<file path="src/rtl/wb_pkg.sv">
// rtl/wb_pkg.sv - shared FSM encoding, window defaults and timeout default for the LSU Wishbone master
package wb_pkg;

    typedef enum logic [1:0] {
        ST_IDLE = 2'd0,
        ST_BUS  = 2'd1,
        ST_RESP = 2'd2
    } lsu_state_t;

    localparam logic [31:0] RSA_BASE_DEF       = 32'h4000_0000;
    localparam logic [31:0] RSA_MASK_DEF       = 32'hFFFF_FFC0;
    localparam logic [31:0] MEM_BASE_DEF       = 32'h0000_0000;
    localparam logic [31:0] MEM_MASK_DEF       = 32'hFFFF_0000;
    localparam int          TIMEOUT_CYCLES_DEF = 16;

    function automatic logic win_hit(input logic [31:0] addr,
                                     input logic [31:0] base,
                                     input logic [31:0] mask);
        return (addr & mask) == base;
    endfunction

endpackage

</file>
<file path="src/rtl/wb_lsu_master_if.sv">
// rtl/wb_lsu_master_if.sv - CPU LSU handshake and Wishbone bus signals of the LSU master
interface wb_lsu_master_if;

    logic        cpu_req;
    logic        cpu_we;
    logic [31:0] cpu_addr;
    logic [31:0] cpu_wdata;
    logic        cpu_ready;
    logic        cpu_done;
    logic [31:0] cpu_rdata;
    logic        cpu_err;

    logic [31:0] wb_adr_o;
    logic [31:0] wb_dat_o;
    logic        wb_we_o;
    logic        wb_cyc_o;
    logic        wb_stb_o;
    logic        rsa_en;
    logic        mem_en;
    logic [31:0] wb_dat_i;
    logic        wb_ack_i;

    // master: the LSU bridge itself; slave: the CPU LSU plus the bus fabric around it
    modport master (
        input  cpu_req, cpu_we, cpu_addr, cpu_wdata, wb_dat_i, wb_ack_i,
        output cpu_ready, cpu_done, cpu_rdata, cpu_err,
        output wb_adr_o, wb_dat_o, wb_we_o, wb_cyc_o, wb_stb_o, rsa_en, mem_en
    );

    modport slave (
        output cpu_req, cpu_we, cpu_addr, cpu_wdata, wb_dat_i, wb_ack_i,
        input  cpu_ready, cpu_done, cpu_rdata, cpu_err,
        input  wb_adr_o, wb_dat_o, wb_we_o, wb_cyc_o, wb_stb_o, rsa_en, mem_en
    );

endinterface

</file>
<file path="src/rtl/wb_addr_decode.sv">
// rtl/wb_addr_decode.sv - combinational window decode, RSA window wins on overlap
module wb_addr_decode
    import wb_pkg::*;
#(
    parameter logic [31:0] RSA_BASE = RSA_BASE_DEF,
    parameter logic [31:0] RSA_MASK = RSA_MASK_DEF,
    parameter logic [31:0] MEM_BASE = MEM_BASE_DEF,
    parameter logic [31:0] MEM_MASK = MEM_MASK_DEF
) (
    input  logic [31:0] addr_i,
    output logic        rsa_hit_o,
    output logic        mem_hit_o
);

    assign rsa_hit_o = win_hit(addr_i, RSA_BASE, RSA_MASK);
    assign mem_hit_o = !rsa_hit_o && win_hit(addr_i, MEM_BASE, MEM_MASK);

endmodule

</file>
<file path="src/rtl/wb_lsu_master.sv">
// rtl/wb_lsu_master.sv - RV32I LSU to Wishbone master; WB_TIMEOUT_EN adds an ack timeout abort
module wb_lsu_master
    import wb_pkg::*;
#(
    parameter logic [31:0] RSA_BASE       = RSA_BASE_DEF,
    parameter logic [31:0] RSA_MASK       = RSA_MASK_DEF,
    parameter logic [31:0] MEM_BASE       = MEM_BASE_DEF,
    parameter logic [31:0] MEM_MASK       = MEM_MASK_DEF,
    parameter int          TIMEOUT_CYCLES = TIMEOUT_CYCLES_DEF
) (
    input logic             clk,
    input logic             rst,
    wb_lsu_master_if.master lsu
);

    lsu_state_t  state_q;
    logic [31:0] adr_q;
    logic [31:0] dat_q;
    logic [31:0] rdata_q;
    logic        we_q;
    logic        stb_q;
    logic        rsa_en_q;
    logic        mem_en_q;
    logic        done_q;
    logic        err_q;
    logic        rsa_hit;
    logic        mem_hit;
    logic        tmo_hit;

    wb_addr_decode #(
        .RSA_BASE (RSA_BASE),
        .RSA_MASK (RSA_MASK),
        .MEM_BASE (MEM_BASE),
        .MEM_MASK (MEM_MASK)
    ) u_decode (
        .addr_i    (lsu.cpu_addr),
        .rsa_hit_o (rsa_hit),
        .mem_hit_o (mem_hit)
    );

    if (TIMEOUT_CYCLES < 1) begin : g_bad_timeout
        $error("wb_lsu_master: TIMEOUT_CYCLES must be at least 1");
    end

`ifdef WB_TIMEOUT_EN
    localparam int CNT_W = $clog2(TIMEOUT_CYCLES + 1);

    logic [CNT_W-1:0] tmo_cnt_q;

    // Counts completed BUS cycles; the abort fires on the edge ending cycle TIMEOUT_CYCLES.
    always_ff @(posedge clk) begin
        if (rst || state_q != ST_BUS) begin
            tmo_cnt_q <= '0;
        end else if (!tmo_hit) begin
            tmo_cnt_q <= tmo_cnt_q + 1'b1;
        end
    end

    assign tmo_hit = (state_q == ST_BUS) && (tmo_cnt_q == CNT_W'(TIMEOUT_CYCLES - 1));
`else
    assign tmo_hit = 1'b0;
`endif

    always_ff @(posedge clk) begin
        if (rst) begin
            state_q  <= ST_IDLE;
            adr_q    <= '0;
            dat_q    <= '0;
            rdata_q  <= '0;
            we_q     <= 1'b0;
            stb_q    <= 1'b0;
            rsa_en_q <= 1'b0;
            mem_en_q <= 1'b0;
            done_q   <= 1'b0;
            err_q    <= 1'b0;
        end else begin
            case (state_q)
                ST_IDLE: begin
                    if (lsu.cpu_req) begin
                        if (rsa_hit || mem_hit) begin
                            adr_q    <= lsu.cpu_addr;
                            dat_q    <= lsu.cpu_wdata;
                            we_q     <= lsu.cpu_we;
                            stb_q    <= 1'b1;
                            rsa_en_q <= rsa_hit;
                            mem_en_q <= mem_hit;
                            state_q  <= ST_BUS;
                        end else begin
                            err_q   <= 1'b1;
                            rdata_q <= '0;
                            state_q <= ST_RESP;
                        end
                    end
                end
                ST_BUS: begin
                    // Strobe and select drop on the ack edge so a re-acking slave cannot retrigger.
                    if (lsu.wb_ack_i) begin
                        stb_q    <= 1'b0;
                        we_q     <= 1'b0;
                        rsa_en_q <= 1'b0;
                        mem_en_q <= 1'b0;
                        rdata_q  <= we_q ? 32'h0 : lsu.wb_dat_i;
                        err_q    <= 1'b0;
                        done_q   <= 1'b1;
                        state_q  <= ST_RESP;
                    end else if (tmo_hit) begin
                        stb_q    <= 1'b0;
                        we_q     <= 1'b0;
                        rsa_en_q <= 1'b0;
                        mem_en_q <= 1'b0;
                        rdata_q  <= '0;
                        err_q    <= 1'b1;
                        done_q   <= 1'b1;
                        state_q  <= ST_RESP;
                    end
                end
                ST_RESP: begin
                    // A decode error arrives here without done set and spends one extra cycle.
                    if (!done_q) begin
                        done_q <= 1'b1;
                    end else begin
                        done_q  <= 1'b0;
                        err_q   <= 1'b0;
                        rdata_q <= '0;
                        state_q <= ST_IDLE;
                    end
                end
                default: state_q <= ST_IDLE;
            endcase
        end
    end

    assign lsu.cpu_ready = (state_q == ST_IDLE);
    assign lsu.cpu_done  = done_q;
    assign lsu.cpu_rdata = rdata_q;
    assign lsu.cpu_err   = err_q;
    assign lsu.wb_adr_o  = adr_q;
    assign lsu.wb_dat_o  = dat_q;
    assign lsu.wb_we_o   = we_q;
    assign lsu.wb_cyc_o  = stb_q;
    assign lsu.wb_stb_o  = stb_q;
    assign lsu.rsa_en    = rsa_en_q;
    assign lsu.mem_en    = mem_en_q;

endmodule

</file>
<file path="src/flat_wrapper.sv">
// flat-port wrapper written by rule: the top's interface ports become plain ports
module wb_lsu_master_flat import wb_pkg::*;
#(
    parameter logic [31:0] RSA_BASE       = RSA_BASE_DEF,
    parameter logic [31:0] RSA_MASK       = RSA_MASK_DEF,
    parameter logic [31:0] MEM_BASE       = MEM_BASE_DEF,
    parameter logic [31:0] MEM_MASK       = MEM_MASK_DEF,
    parameter int          TIMEOUT_CYCLES = TIMEOUT_CYCLES_DEF
)
  (clk, rst, lsu_cpu_req, lsu_cpu_we, lsu_cpu_addr, lsu_cpu_wdata, lsu_wb_dat_i, lsu_wb_ack_i, lsu_cpu_ready, lsu_cpu_done, lsu_cpu_rdata, lsu_cpu_err, lsu_wb_adr_o, lsu_wb_dat_o, lsu_wb_we_o, lsu_wb_cyc_o, lsu_wb_stb_o, lsu_rsa_en, lsu_mem_en);
  wb_lsu_master_if lsu_i ();
  input logic clk;
  input logic rst;
  input wire logic [$bits(lsu_i.cpu_req)-1:0] lsu_cpu_req;
  input wire logic [$bits(lsu_i.cpu_we)-1:0] lsu_cpu_we;
  input wire logic [$bits(lsu_i.cpu_addr)-1:0] lsu_cpu_addr;
  input wire logic [$bits(lsu_i.cpu_wdata)-1:0] lsu_cpu_wdata;
  input wire logic [$bits(lsu_i.wb_dat_i)-1:0] lsu_wb_dat_i;
  input wire logic [$bits(lsu_i.wb_ack_i)-1:0] lsu_wb_ack_i;
  output wire logic [$bits(lsu_i.cpu_ready)-1:0] lsu_cpu_ready;
  output wire logic [$bits(lsu_i.cpu_done)-1:0] lsu_cpu_done;
  output wire logic [$bits(lsu_i.cpu_rdata)-1:0] lsu_cpu_rdata;
  output wire logic [$bits(lsu_i.cpu_err)-1:0] lsu_cpu_err;
  output wire logic [$bits(lsu_i.wb_adr_o)-1:0] lsu_wb_adr_o;
  output wire logic [$bits(lsu_i.wb_dat_o)-1:0] lsu_wb_dat_o;
  output wire logic [$bits(lsu_i.wb_we_o)-1:0] lsu_wb_we_o;
  output wire logic [$bits(lsu_i.wb_cyc_o)-1:0] lsu_wb_cyc_o;
  output wire logic [$bits(lsu_i.wb_stb_o)-1:0] lsu_wb_stb_o;
  output wire logic [$bits(lsu_i.rsa_en)-1:0] lsu_rsa_en;
  output wire logic [$bits(lsu_i.mem_en)-1:0] lsu_mem_en;
  assign lsu_i.cpu_req = lsu_cpu_req;
  assign lsu_i.cpu_we = lsu_cpu_we;
  assign lsu_i.cpu_addr = lsu_cpu_addr;
  assign lsu_i.cpu_wdata = lsu_cpu_wdata;
  assign lsu_i.wb_dat_i = lsu_wb_dat_i;
  assign lsu_i.wb_ack_i = lsu_wb_ack_i;
  assign lsu_cpu_ready = lsu_i.cpu_ready;
  assign lsu_cpu_done = lsu_i.cpu_done;
  assign lsu_cpu_rdata = lsu_i.cpu_rdata;
  assign lsu_cpu_err = lsu_i.cpu_err;
  assign lsu_wb_adr_o = lsu_i.wb_adr_o;
  assign lsu_wb_dat_o = lsu_i.wb_dat_o;
  assign lsu_wb_we_o = lsu_i.wb_we_o;
  assign lsu_wb_cyc_o = lsu_i.wb_cyc_o;
  assign lsu_wb_stb_o = lsu_i.wb_stb_o;
  assign lsu_rsa_en = lsu_i.rsa_en;
  assign lsu_mem_en = lsu_i.mem_en;
  wb_lsu_master #(.RSA_BASE(RSA_BASE), .RSA_MASK(RSA_MASK), .MEM_BASE(MEM_BASE), .MEM_MASK(MEM_MASK), .TIMEOUT_CYCLES(TIMEOUT_CYCLES)) u_core (.clk(clk), .rst(rst), .lsu(lsu_i));
endmodule
</file>
<file path="config.mk">
export PLATFORM = sky130hd
export DESIGN_NAME = wb_lsu_master_flat
export DESIGN_NICKNAME = d
export VERILOG_FILES = /design/src/rtl/wb_pkg.sv /design/src/rtl/wb_lsu_master_if.sv /design/src/rtl/wb_addr_decode.sv /design/src/rtl/wb_lsu_master.sv /design/src/flat_wrapper.sv
export SDC_FILE = /design/constraint.sdc
export NUM_CORES = 1
export LEC_CHECK = 0
export ABC_AREA = 1
export ABC_CLOCK_PERIOD_IN_PS = 1600
export CAP_MARGIN = 20
export CORE_MARGIN = 8
export CORE_UTILIZATION = 38
export DETAILED_ROUTE_END_ITERATION = 16
export PLACE_DENSITY_LB_ADDON = 0.15
export SYNTH_ARGS = -nofsm -noshare
export SYNTH_HDL_FRONTEND = slang
export SYNTH_SLANG_ARGS = --single-unit
export TNS_END_PERCENT = 20
</file>
<file path="constraint.sdc">
create_clock -name clk -period 1.6 [get_ports clk]
set_clock_uncertainty 0.1 [all_clocks]
set_input_delay 0.32 -clock clk [delete_from_list [all_inputs] [get_ports clk]]
set_output_delay 0.32 -clock clk [all_outputs]
set_load 0.005 [all_outputs]
</file>
==> results of run 1 <==
cell families (layout without fill, tap and decap cells):
kind of cell,after synthesis,count (layout),share of synthesized area (%)
fa+ha+maj,3,3,0.815
buf+inv,163,420,15.0
flops,104,104,45.2
compound gates,18,18,2.09
simple gates,417,418,36.9
stage by stage:
stage          TNS, ns  total power [mW]  hold slack, ns  util (%)  worst slack [ns]
5_1_grt          -8.97              10.6           0.148      65.0            -0.226
6_report         -2.35              9.83           0.144      65.0            -0.120
4_1_cts          -3.19              9.73           0.266      64.3            -0.106
3_5_place_dp    -49.56              7.09           0.354      59.1            -0.561
3_3_place_gp    -43.99              6.98           0.355      59.1            -0.488
2_1_floorplan  -0.0224              5.58           0.289         -           -0.0176
power by group through the flow:
stage | clock, mW | sequential, mW | combinational, mW
after detailed placement | 0 | 3.14 | 3.96
after floorplan | 0 | 3.14 | 2.44
after CTS | 2.42 | 3.08 | 4.24
after global routing | 2.54 | 3.11 | 4.91
final | 2.34 | 3.08 | 4.41
after global placement | 0 | 3.12 | 3.86
cell type report:
| class | instances | area, um^2 | area share (%) |
|---|---|---|---|
| multi-input cells | 439 | 2030 | 26.2 |
| well taps | 147 | 184 | 2.38 |
| clock buffers | 10 | 229 | 2.96 |
| repair buffers | 276 | 2640 | 34.1 |
| clock inverters | 5 | 81.3 | 1.05 |
| flip-flops and latches | 104 | 2090 | 27.0 |
| inverters | 129 | 487 | 6.29 |
synth_stat cells, drive strengths merged:
cell / n
o21ai: 3
a21oi: 14
nand3: 16
ha: 3
nand2: 192
nand4: 15
o211ai: 1
nor3: 1
nor2: 176
clkbuf: 12
and3: 15
buf: 22
inv: 129
or2: 2
dfxtp: 104
worst paths after layout:
check,to,cells after the start
max,u_core.lsu.cpu_rdata[2]$_SDFFE_PP0P_,10
min,u_core.lsu.wb_adr_o[10]$_SDFFE_PP0P_,3
max reg2reg,u_core.lsu.cpu_rdata[2]$_SDFFE_PP0P_,10
min reg2reg,u_core.lsu.cpu_err$_SDFFE_PP0P_,2
sequential cells by signal, summed over array words and instances (netlist names):
name / count
u_core.lsu.cpu_done: 1
u_core.lsu.wb_cyc_o: 1
u_core.lsu.cpu_err: 1
u_core.lsu.cpu_rdata: 32
u_core.lsu.wb_we_o: 1
u_core.lsu.mem_en: 1
u_core.state_q: 2
u_core.lsu.wb_adr_o: 32
u_core.lsu.rsa_en: 1
u_core.lsu.wb_dat_o: 32
per-layer routing:
layer | GRT usage [%] | part of all wire, %
met5 | 0 | 0
met4 | 6.16 | 1.6
met3 | 8.73 | 9.9
met2 | 31.6 | 49
met1 | 19.9 | 40
worst max-delay path, cell delays in order, from the launching register on:
cell and delay, ns:
dfxtp_2 0.34, inv_2 0.05, ha_4 0.16, inv_4 0.05, or2_4 0.12, o21ai_4 0.06
a21oi_4 0.15, nand3_4 0.19, buf_12 0.21, nor2_1 0.11, nor2_1 0.06
timing repair:
action | 4_1_cts | 5_1_grt
cloned | 6 | 3
gates resized for setup | 178 | 65
setup buffers | 23 | 5
pin swaps | 19 | 30
hold buffers | 0 | 0
setup endpoints to repair | 207 | 104
==> metrics.cfg, run 1 <==
[final_layout]
mostFrequentLayoutCell = nand2_1
n_fill_cell = 1081
area_growth_pct = 68.0
diodes = 0
postLayoutCellArea_um2 = 7740
layout-drive-gt1-share_pct = 18.4
finalNonFillerCells = 1110
final_cell_mix = nand2_1, nor2_1, inv_1, dlygate4sd2_1, dfxtp_1
fin_nets = 1063

[place]
placed_cells = 1059
gp_congestion = 0.795
placedInstanceArea_um2 = 7040
io_buffer_count = 204
dp_hpwl_um = 10300

[route]
drtPass1Iterations = 4
routed_wl_um = 15100
drc = 0
ant_nets = 0
via_count = 4897
avgRoutedWirePerCell_um = 13.6
viasPerCell = 4.41
drt_iter0_drc = 266

[global_route]
grt_usage_pct = 18.6
grt_pass1_wl_um = 24200
grt_overflow = 0
grt_pass1_vias = 4968
antenna_found_initial = 0
grt_max_degree = 46

[power_and_ir_drop]
p_switching_mw = 3.42
total_leakage_power_nw = 4.35
power_frac_comb_pct = 44.8
p_seq_share_pct = 31.3
power_density_nw_per_um2 = 1270
irDropWorstVdd_mv = 0.670
swShare_pct = 34.8
p_clk_share_pct = 23.8
power.internal_mw = 6.41

[run_status]
violations = negative setup slack
status = complete, but fails checks

[timing]
slew-limit-headroom_pct = 79.2
finalCriticalPeriod_ns = 1.72
worst_slew_pin_slew_ns = 0.312
rsz0062_at_grt = true
max_freq_mhz = 581
setup_viol = 37
timing.final.ws_setup_ns = -0.120
finalHoldViolations = 0
drv_slew = 0
fin_crit_sh_pct = 107

[die]
initial_core_util_pct = 38.7
die_h_um = 126
die_area_um2 = 15900
rows = 40
core_um2 = 11900
die_x_um = 126
top_level_ports = 205

[worst_setup_path]
crit_type = reg -> reg
worst-r2r-setup-slack_ns = -0.12
rr_startpoint = u_core.state_q[1]$_SDFFE_PP0P_
arrival_ns = 1.86
worst-endpoint-required_ns = 1.74
startpoint_type = register
end_kind = register
worstSetupStartpoint = u_core.state_q[1]$_SDFFE_PP0P_
crit_fanout = 18

[clocking]
cts_root_buf = clkbuf_16
cts_sinks = 104
clk_path_buf_depth = 2
insertion_delay_ns = 0.34
cts-buffers-inserted = 9
cts_tree = done
h-tree-depth = 3
clk_pin_slew_ns = 0.07

[synth]
synth_top_area_share_pct = 45.2
synth_nets = 809
syn_avg_cell_area_um2 = 6.53
synth_warnings = 0
seq_area_frac_synth_pct = 45.2
syn_area_um2 = 4610
yosys-top-cells-area = dfxtp_1, nand2_1, nor2_1
ys_ff_latch = 104
synth.largest_area_cell = dfxtp_1
syn_inst = 705
ys_types = 24

[flow_run]
max_cap_violations = 0

[worst_hold_path]
hp-class = in -> reg
hp-start = lsu_cpu_addr[10]

No activity file was read; power rests on OpenSTA's default activity.
==> inputs of run 2 (changes only) <==
- CAP_MARGIN: 20 -> 40
- CORE_UTILIZATION: 38 -> 39
- CTS_BUF_LIST: default -> sky130_fd_sc_hd__clkbuf_4
==> run 2 against run 1 <==
The flow still finishes with violations (negative setup slack). Highest routed layer unchanged. Sequential power rose by 1%. Register-to-register slack improved by 0.06 ns. Non-clock buffer count fell by 33. Largest cell class unchanged. Critical path type is now in -> reg. Utilization fell by 2.4 points. Global-route usage fell by 1.1 points.
==> metrics.cfg, run 2 (same netlist as run 1, synthesis figures left out) <==
[clocking]
cts_sinks = 104  ; unchanged
h-tree-depth = 3  ; unchanged
insertion_delay_ns = 0.45  ; was 0.34 ns
hold_buffers = 0  ; unchanged
clk_path_buf_depth = 2  ; unchanged
clk_pin_slew_ns = 0.16  ; was 0.07 ns
cts_root_buf = clkbuf_4  ; was clkbuf_16
cts_tree = done  ; unchanged
cts-buffers-inserted = 9  ; unchanged

[timing]
fin_crit_sh_pct = 104  ; was 107%
rsz0062_at_grt = true  ; unchanged
worst_slew_pin_slew_ns = 0.272  ; was 0.312 ns
timing.final.ws_setup_ns = -0.0663  ; was -0.120 ns
max_freq_mhz = 600  ; was 581 MHz
setup_viol = 32  ; was 37
slew-limit-headroom_pct = 81.9  ; was 79.2%
drv_slew = 0  ; unchanged
finalHoldViolations = 0  ; unchanged
finalCriticalPeriod_ns = 1.67  ; was 1.72 ns

[route]
drt_iter0_drc = 313  ; was 266
viasPerCell = 4.43  ; was 4.41
avgRoutedWirePerCell_um = 12.9  ; was 13.6 um
via_count = 4750  ; was 4897
ant_nets = 0  ; unchanged
routed_wl_um = 13900  ; was 15100 um
drc = 0  ; unchanged
drtPass1Iterations = 6  ; was 4

[worst_hold_path]
min_path_cells = 3  ; unchanged
hp-class = in -> reg  ; unchanged
whs_endpoint = u_core.lsu.wb_adr_o[11]$_SDFFE_PP0P_  ; was u_core.lsu.wb_adr_o[10]$_SDFFE_PP0P_
hp-start = lsu_cpu_addr[11]  ; was lsu_cpu_addr[10]

[place]
io_buffer_count = 204  ; unchanged
gp_congestion = 0.822  ; was 0.795
dp_hpwl_um = 10600  ; was 10300 um

[run_status]
status = complete, but fails checks  ; unchanged
violations = negative setup slack  ; unchanged

[die]
core_um2 = 11500  ; was 11900 um^2
rows = 39  ; was 40
top_level_ports = 205  ; unchanged
initial_core_util_pct = 40.2  ; was 38.7%
die_area_um2 = 15500  ; was 15900 um^2
die_h_um = 125  ; was 126 um
die_x_um = 125  ; was 126 um

[final_layout]
multiInputGateArea_um2 = 1900  ; was 2030 um^2
seqCellArea_um2 = 2190  ; was 2090 um^2
mostFrequentLayoutCell = nand2_1  ; unchanged
diodes = 0  ; unchanged
area_growth_pct = 55.6  ; was 68.0%
fin_util_pct = 62.5  ; was 65.0%
final_cell_mix = nand2_1, nor2_1, inv_1, dlygate4sd2_1, clkdlybuf4s50_1  ; was nand2_1, nor2_1, inv_1, dlygate4sd2_1, dfxtp_1
layout-drive-gt1-share_pct = 17.8  ; was 18.4%
fin_nets = 1029  ; was 1063
n_fill_cell = 1066  ; was 1081

[power_and_ir_drop]
p_seq_share_pct = 37.9  ; was 31.3%
p_clk_share_pct = 17.1  ; was 23.8%
irDropWorstVdd_mv = 0.650  ; was 0.670 mV
power_frac_comb_pct = 45.1  ; was 44.8%
power.total_mw = 8.23  ; was 9.83 mW
total_leakage_power_nw = 4.01  ; was 4.35 nW
swShare_pct = 37.4  ; was 34.8%
power_density_nw_per_um2 = 1150  ; was 1270 nW/um^2
p_switching_mw = 3.08  ; was 3.42 mW
power.internal_mw = 5.15  ; was 6.41 mW

[worst_setup_path]
arrival_ns = 1.93  ; was 1.86 ns
slowest_stage = clkdlybuf4s50_1  ; was dfxtp_2
worst-r2r-setup-slack_ns = -0.06  ; was -0.12 ns
rr_startpoint = u_core.state_q[0]$_SDFFE_PP0P_  ; was u_core.state_q[1]$_SDFFE_PP0P_
startpoint_type = primary input  ; was register
reg2reg_depth = 8  ; was 10
path_cells = clkdlybuf4s50_1, nor2_1, nand3_1, nor2_1, nand3_1, nand2_2, nand2_2, nand3_4, buf_12, nand2_1, nand2_1, nor2_1  ; was inv_2, ha_4, inv_4, or2_4, o21ai_4, a21oi_4, nand3_4, buf_12, nor2_1, nor2_1
worst-endpoint-required_ns = 1.86  ; was 1.74 ns
cpMostUsedCell = nor2_1  ; unchanged
end_kind = register  ; unchanged
crit_path_max_incr_delay_ns = 0.42  ; was 0.34 ns
crit_type = in -> reg  ; was reg -> reg
crit_fanout = 37  ; was 18
regToRegEndpoint = u_core.lsu.cpu_rdata[29]$_SDFFE_PP0P_  ; was u_core.lsu.cpu_rdata[2]$_SDFFE_PP0P_

[global_route]
grt_max_degree = 63  ; was 46
grt_overflow = 0  ; unchanged
grt_pass1_wl_um = 22800  ; was 24200 um
grt_pass1_vias = 4672  ; was 4968
grt_usage_pct = 17.4  ; was 18.6%
antenna_found_initial = 0  ; unchanged

[flow_run]
max_cap_violations = 0  ; unchanged

run 2: cell types whose count changed in the layout (fill, tap and decap cells not counted), sizes merged, moves of 2 or more:
cell / previous run / this run
dlymetal6s2s: 0 / 2
bufbuf: 3 / 0
dlygate4sd2: 107 / 100
buf: 67 / 39
clkbuf: 31 / 10
clkdlybuf4s50: 74 / 98
run 2: per-stage QoR:
stage                     worst slack [ns]  setup TNS, ns  hold WS, ns  instance area (um^2)  instances
after global routing                -0.189          -8.65       0.0881                  7170       1073
after CTS                           -0.193          -2.39        0.270                  7120       1073
after floorplan                    -0.0176        -0.0224        0.289                  4660        705
after detailed placement            -0.560         -49.06        0.339                  6980       1055
final                              -0.0663         -0.968       0.0740                  7170       1073
after global placement              -0.496         -44.75        0.353                  6980       1055
run 2: how the worst max path moves through the flow:
stage	startpoint	end	slack [ns]	cells past startpoint
6_report	lsu_cpu_addr[6]	u_core.lsu.cpu_rdata[29]$_SDFFE_PP0P_	-0.07	12
2_1_floorplan	u_core.state_q[1]$_SDFFE_PP0P_	u_core.state_q[1]$_SDFFE_PP0P_	-0.02	11
5_1_grt	u_core.state_q[1]$_SDFFE_PP0P_	u_core.lsu.cpu_rdata[29]$_SDFFE_PP0P_	-0.19	11
3_3_place_gp	lsu_cpu_addr[10]	u_core.lsu.cpu_rdata[1]$_SDFFE_PP0P_	-0.50	12
3_5_place_dp	lsu_cpu_addr[10]	u_core.lsu.cpu_rdata[2]$_SDFFE_PP0P_	-0.56	12
4_1_cts	u_core.state_q[0]$_SDFFE_PP0P_	lsu_cpu_ready	-0.19	3
run 2: worst max-delay path, delay by kind of cell:
| kind | cells | cell delay [ns] |
|---|---|---|
| AND/OR/NAND/NOR | 10 | 0.99 |
| buffers and inverters | 2 | 0.61 |
run 2: metal layers:
metal	track usage, %	vias up	part of all wire [%]
met3	7.96	10	9.5
li1	-	2493	-
met4	4.54	0	0.90
met2	29.0	144	49
met1	19.8	2103	41
met5	0	-	0
run 2: final cells by class:
class / instances / area share, %
Timing Repair Buffer: 243 / 31.6
Tap cell: 143 / 2.50
Clock inverter: 7 / 1.10
Clock buffer: 9 / 0.943
Inverter: 129 / 6.82
Multi-Input combinational cell: 438 / 26.5
Sequential cell: 104 / 30.5
run 2: repair_timing:
item,in CTS,in global routing
buffers inserted,2,0
gates cloned,0,0
resized for setup,187,18
pin swaps,8,3
endpoints found under the setup margin,143,105
run 2: power by group through the flow:
stage | logic [mW] | clock network, mW | registers (mW)
final | 3.71 | 1.40 | 3.12
after global routing | 4.22 | 1.57 | 3.16
after CTS | 3.67 | 1.47 | 3.12
after global placement | 3.68 | 0 | 3.13
after detailed placement | 3.80 | 0 | 3.14
after floorplan | 2.44 | 0 | 3.14
==> inputs of run 3 (changes only) <==
- SLEW_MARGIN: default -> 15
==> results of run 3 <==
No change in the layout: final DEF, timing and power equal those of run 2.
